[src/rtl/demuxcase.sv]
// Registered 1-to-8 stream demultiplexer: one-hot sel routes each input word into a per-lane holding register.
// Optional macro DEMUXCASE_DROPCNT_EN builds the saturating drop counter; otherwise drop_count is tied to zero.
module demuxcase #(
    parameter int DW = 8
) (
    input  logic            clk,
    input  logic            rst,
    input  logic            in_valid,
    output logic            in_ready,
    input  logic [7:0]      sel,
    input  logic [DW-1:0]   in,
    output logic [7:0]      out_valid,
    input  logic [7:0]      out_ready,
    output logic [8*DW-1:0] out,
    output logic [7:0]      drop_count
);
    localparam int LANES = 8;

    logic [LANES-1:0]    vld_p1;
    logic [LANES*DW-1:0] data_p1;
    logic [LANES-1:0]    can_accept;
    logic [LANES-1:0]    load;
    logic                legal;
    logic                accept;

    function automatic logic is_onehot(input logic [LANES-1:0] s);
        return (s != '0) && ((s & (s - {{(LANES-1){1'b0}}, 1'b1})) == '0);
    endfunction

    function automatic logic [7:0] sat_inc(input logic [7:0] c);
        return (c == 8'hFF) ? c : c + 8'd1;
    endfunction

    // A lane takes a word when empty or when its current word drains this cycle.
    assign legal      = is_onehot(sel);
    assign can_accept = ~vld_p1 | out_ready;
    assign in_ready   = legal ? |(can_accept & sel) : 1'b1;
    assign accept     = in_valid & in_ready & legal;
    assign load       = accept ? sel : '0;

    // Stage p1: per-lane holding registers
    always_ff @(posedge clk) begin
        if (rst) begin
            vld_p1  <= '0;
            data_p1 <= '0;
        end else begin
            for (int i = 0; i < LANES; i++) begin
                if (load[i]) begin
                    data_p1[DW*i +: DW] <= in;
                    vld_p1[i]           <= 1'b1;
                end else if (out_ready[i]) begin
                    vld_p1[i] <= 1'b0;
                end
            end
        end
    end

    assign out_valid = vld_p1;
    assign out       = data_p1;

`ifdef DEMUXCASE_DROPCNT_EN
    logic [7:0] drop_p1;

    always_ff @(posedge clk) begin
        if (rst) begin
            drop_p1 <= '0;
        end else if (in_valid && !legal) begin
            drop_p1 <= sat_inc(drop_p1);
        end
    end

    assign drop_count = drop_p1;
`else
    assign drop_count = 8'h00;
`endif

endmodule
[config.mk]
export PLATFORM = sky130hd
export DESIGN_NAME = demuxcase
export DESIGN_NICKNAME = d
export VERILOG_FILES = /design/src/rtl/demuxcase.sv
export SDC_FILE = /design/constraint.sdc
export NUM_CORES = 1
export LEC_CHECK = 0
export ABC_AREA = 0
export CAP_MARGIN = 20
export CORE_ASPECT_RATIO = 2
export CORE_MARGIN = 1
export CORE_UTILIZATION = 35
export DETAILED_ROUTE_END_ITERATION = 16
export GPL_ROUTABILITY_DRIVEN = 0
export GPL_TIMING_DRIVEN = 0
export PLACE_DENSITY = 0.71
export SLEW_MARGIN = 30
export SYNTH_ARGS = -nofsm -noshare
export SYNTH_HDL_FRONTEND = slang
export SYNTH_SLANG_ARGS = --single-unit
[constraint.sdc]
create_clock -name clk -period 1.95 [get_ports clk]
set_input_delay 0.2925 -clock clk [delete_from_list [all_inputs] [get_ports clk]]
set_output_delay 0.2925 -clock clk [all_outputs]
set_load 0.05 [all_outputs]
== Word-level counts from Yosys, hierarchy flattened ==
Cells that the tools add are included.
Storage, ports and cells
  flip-flop bits (word level): 72
  bits in latches: 0
  bits in writable memories: 0
  memory bits (read-only): 0
  input bits: 27
  memories kept: 0
Operators by class
  $add $sub $neg: 1
  multipliers: 0
  div/mod/pow operators: 0
  order comparisons: 0
  equal/unequal tests: 0
  shifts and indexed selects: 0
  mux-type cells: 18
  bitwise logic cells: 6
  reductions and logical operators: 12
Operators with widths (count)
  $mux W1: 17
  $and A8 B8 Y8: 2
  $reduce_bool A2 Y1: 8
  $logic_not A8 Y1: 1
  $mux W8: 1
  $not A8 Y8: 1
  $or A8 B8 Y8: 1
  $reduce_bool A8 Y1: 1
  $reduce_or A8 Y1: 1
  $sub A8 B1 Y8 const B: 1
  $and A1 B1 Y1: 2
  $logic_and A1 B1 Y1: 1

== Logic depth before layout (Yosys ltp) ==
Gate-level depths: netlist (run 1).
  word-level depth: 9
  mapped depth: 6
  mapped depth without buffers: 5

== Worst setup path before layout (run 1) ==
Ideal clock, no wire load.
  path type: flip-flop to output port
  start: register vld_p1[4], in the netlist out_valid[4]
  end: output in_ready
  arrival: 1.771 ns
  required time: 1.657 ns
  setup slack: -0.114 ns
  cell stages (with the launch flop): 5
  cell sequence: dfxtp_1 > nor2b_1 > a2bb2oi_1 > nand4_1 > o21bai_1
Between the ends
  longest elaborated chain between the ends: 5
Ends and longest elaborated chain
  start: declaration: RTL line 19  | logic [LANES-1:0] vld_p1;
  start signal: assignment: RTL line 44  | vld_p1 <= '0;
  start signal: indexed assignment: RTL line 50  | vld_p1[i] <= 1'b1;
  start signal: indexed assignment: RTL line 52  | vld_p1[i] <= 1'b0;
  $not A8 Y8: RTL line 36  | assign can_accept = ~vld_p1 | out_ready;
  $or A8 B8 Y8: RTL line 36
  $and A8 B8 Y8: RTL line 37  | assign in_ready = legal ? |(can_accept & sel) : 1'b1;
  $reduce_or A8 Y1: RTL line 37
  $mux W1: RTL line 37
  end: declaration: RTL line 9  | output logic in_ready,
Every way passes these cells.

== Worst setup path in the final report (run 1) ==
  start: input out_ready[6]
  end: output in_ready
Between the ends
  longest elaborated chain between the ends: 4
Ends and longest elaborated chain
  start: declaration: RTL line 13  | input logic [7:0] out_ready,
  $or A8 B8 Y8: RTL line 36
  $and A8 B8 Y8: RTL line 37
  $reduce_or A8 Y1: RTL line 37
  $mux W1: RTL line 37
Every way passes these cells.

==> PnR_summary.wiki, run 1 <==
{| class="wikitable"
! Metric !! Value
|-
| Most instantiated library cell after synthesis || nand2b_1
|-
| Routed WL per cell || 16.0 um
|-
| Count of TritonRoute iterations in the first routing pass || 4
|-
| Actual slew at the worst max-slew pin || 0.562 ns
|-
| Remaining antenna violation count || 0
|-
| Proportion of register bits with asynchronous set or reset after synthesis || 0%
|-
| Worst supply voltage drop on vdd || 0.542 mV
|-
| CTS Root Buffer Type || clkbuf_16
|-
| Post-layout nets || 440
|-
| Synthesis-to-finish area growth || 52.5%
|-
| Max-slew headroom || 62.4%
|-
| WP data arrival || 1.63 ns
|-
| Site row count || 47
|-
| Fraction of synthesized cell area taken by the top area cell type || 47.4%
|-
| Path type of the worst min-delay path || flop to flop
|-
| Capturing point of the worst reg2reg path || out[30]$_SDFFE_PP0P_
|-
| Tot GR Track Use || 18.9%
|-
| Placed Instance Area || 4180 um2
|-
| Largest net degree at the start of global routing || 13
|-
| Post-synthesis average cell area || 10.5 um2
|-
| Number of inserted diodes || 0
|-
| Worst Setup Start Kind || primary input
|-
| Vertical extent of the die || 134 um
|-
| Main synth FF type || dfxtp_1
|-
| Initial standard-cell utilization of the core || 36.4%
|-
| Run status || completed
|-
| Yosys reg bits || 72
|-
| Critical path class || primary input to primary output
|-
| Total number of clock tree sinks || 72
|-
| I/O pin count || 108
|-
| Routed WL || 8250 um
|-
| HPWL Detailed || 5930 um
|-
| Number of CTS-inserted buffers || 9
|-
| First element of the critical path || out_ready[6]
|-
| Total area of sequential cells || 1440 um2
|-
| Termination of the worst setup path || in_ready
|-
| Global-route wire length before repair || 12400 um
|-
| R2R depth || 7
|-
| Max-slew violation count || 0
|-
| Overall overflow remaining after global route || 0
|-
| Number of antenna violations at the first check in global routing || 0
|-
| Later-pin clock latency in the skew report || 0.33 ns
|-
| Synthesized cell area || 3040 um2
|-
| Total number of yosys warnings || 0
|-
| Worst reg2reg setup slack || 0.25 ns
|-
| Number of enable-type register cells in the synthesized netlist || 0
|-
| RR Startpoint || out_valid[4]$_SDFFE_PP0P_
|-
| Die area || 9090 um2
|-
| Cells after synthesis || 290
|-
| Vias || 2484
|-
| Worst clock skew on the final layout || 0.00416 ns
|-
| Number of global-route vias before repair || 2386
|-
| Final critical-path share of the clock period || 98.8%
|-
| Pwr Density || 768 nW/um2
|-
| Drt first-iter violations || 31
|-
| Worst slack after detailed placement || -0.840 ns
|-
| Top cell types by occurrence after synthesis || 79 x nand2b_1, 72 x dfxtp_1, 64 x mux2i_1
|-
| Leakage power total || 0.00207 uW
|-
| Count of final hold-check violations || 0
|-
| Core box area || 8350 um2
|-
| TritonCTS clock tree || yes
|-
| Clock period minus final worst setup slack || 1.93 ns
|-
| Register area share after synthesis || 47.4%
|-
| Post-route design area || 4640 um2
|-
| Hold bufs inserted after CTS || 0
|-
| Filler Cell Count || 797
|-
| Distinct cell type count of the synthesized netlist || 27
|-
| Fraction of layout instances using a drive strength above 1 || 13.9%
|-
| Area leader, netlist || dfxtp_1
|-
| Number of maximum-capacitance violations || 0
|-
| Peak fanout along the critical path || 3
|-
| Worst setup margin || 0.0234 ns
|-
| Max clock buf depth || 2
|-
| Buffers added on ports || 98
|-
| Detailed-route vias per instance || 4.81
|-
| Capturing element type of the critical path || primary output
|-
| Cell types occupying the most area after synthesis || dfxtp_1 47%, mux2i_1 21%, nand2b_1 16%
|-
| Setup violations, final || 0
|-
| Highest clock rate || 519 MHz
|-
| Data required time at the worst endpoint || 1.66 ns
|-
| Die Span X || 67.9 um
|-
| Clk slew on worst S/H paths || 0.05 ns
|-
| DRC violation count after routing || 0
|-
| Clock H-tree levels || 3
|-
| Multi-input gate area in the final layout || 1530 um2
|}
-- metal layers --
layer | track usage, % | wire length, um | vias to the layer above | share of wire, %
met5 | 0 | 0 | - | 0
li1 | - | - | 1214 | -
met2 | 34.3 | 4680 | 76 | 57
met3 | 4.00 | 334 | 10 | 4.0
met4 | 8.22 | 136 | 0 | 1.6
met1 | 19.7 | 3100 | 1184 | 38
-- placed cells by master (no fill, tap or decap), types with 2 or more instances in the layout --
cell / n
buf_4: 17
o21ai_1: 2
o2111ai_1: 5
dlymetal6s2s_1: 4
clkbuf_2: 2
clkbuf_8: 2
a211oi_1: 2
dfxtp_1: 71
nand4b_1: 3
bufinv_16: 2
nand2b_4: 2
clkbuf_16: 9
nand2_1: 3
mux2i_1: 64
a41oi_1: 2
nor2_2: 2
a21oi_1: 7
conb_1: 8
nand2b_1: 77
buf_1: 8
clkbuf_4: 4
a22oi_2: 3
clkdlybuf4s50_1: 89
buf_2: 3
nand4_1: 2
clkinv_2: 2
clkbuf_1: 9
-- cell type report --
cell class	count	share of cell area, %
buffer	33	3.86
clock buffer	11	5.45
clock inverter	5	1.70
inverter	1	0.0809
multi-input combinational	191	33.0
sequential	72	31.1
tap	98	2.64
timing repair buffer	105	22.2
-- power by group --
part           switching (uW)  internal (uW)  total (uW)
combinational             166            126         292
sequential               5.14           1480        1490
clock                     601           1190        1790
-- what timing repair did --
action / in CTS / in global routing
setup endpoints to repair: 66 / 68
buffers inserted: 6 / 1
endpoints found under the hold margin: 0 / 0
pin swaps: 6 / 7
resized for setup: 19 / 23
-- state kept, by name (all words and copies together), names as in the netlist --
signal,flops
out,64
out_valid,8
-- how the worst min path moves through the flow --
| stage | slack (ns) | cells after the start | startpoint | end |
|---|---|---|---|---|
| 6_report | 0.47 | 2 | out[38]$_SDFFE_PP0P_ | out[38]$_SDFFE_PP0P_ |
| 5_1_grt | 0.50 | 2 | out[6]$_SDFFE_PP0P_ | out[6]$_SDFFE_PP0P_ |
| 4_1_cts | 0.48 | 2 | out[33]$_SDFFE_PP0P_ | out[33]$_SDFFE_PP0P_ |
| 3_5_place_dp | 0.46 | 2 | out[38]$_SDFFE_PP0P_ | out[38]$_SDFFE_PP0P_ |
| 3_3_place_gp | 0.46 | 2 | out[33]$_SDFFE_PP0P_ | out[33]$_SDFFE_PP0P_ |
| 2_1_floorplan | 0.50 | 2 | out_ready[1] | out_valid[1]$_SDFFE_PP0P_ |
-- through the flow --
step           setup TNS [ns]  power [uW]  hold slack (ns)  std cells  util [%]
3_3_place_gp           -26.21        1800            0.459        493      50.0
6_report                    0        3560            0.474        516      55.6
5_1_grt               -0.0178        3660            0.498        516      55.6
2_1_floorplan               0        1690            0.497        297         -
4_1_cts                     0        3580            0.478        515      54.9
3_5_place_dp           -29.17        1800            0.462        493      50.0
-- cell families (layout without fill, tap and decap cells) --
logic type	Yosys count	in the layout	share of synthesized area, %
AO/OA/AOI/OAI	25	25	5.96
buffers and inverters	34	155	5.59
flip-flops	72	72	47.4
multiplexers	64	64	21.1
other	1	8	0.123
AND/OR/NAND/NOR	94	94	19.9
-- worst max-delay path, cell delays in order --
cell,delay (ns)
clkdlybuf4s50_1,0.39
nand2b_1,0.18
a22oi_2,0.22
nand4_1,0.16
o21bai_2,0.23
buf_6,0.16
Power figures use the tool's default switching activity.
==> run 2, diff against run 1 <==
- ABC_AREA: 0 -> unset
==> results of run 2 <==
Same layout as run 1: the final DEF is identical, and so are final timing and power.
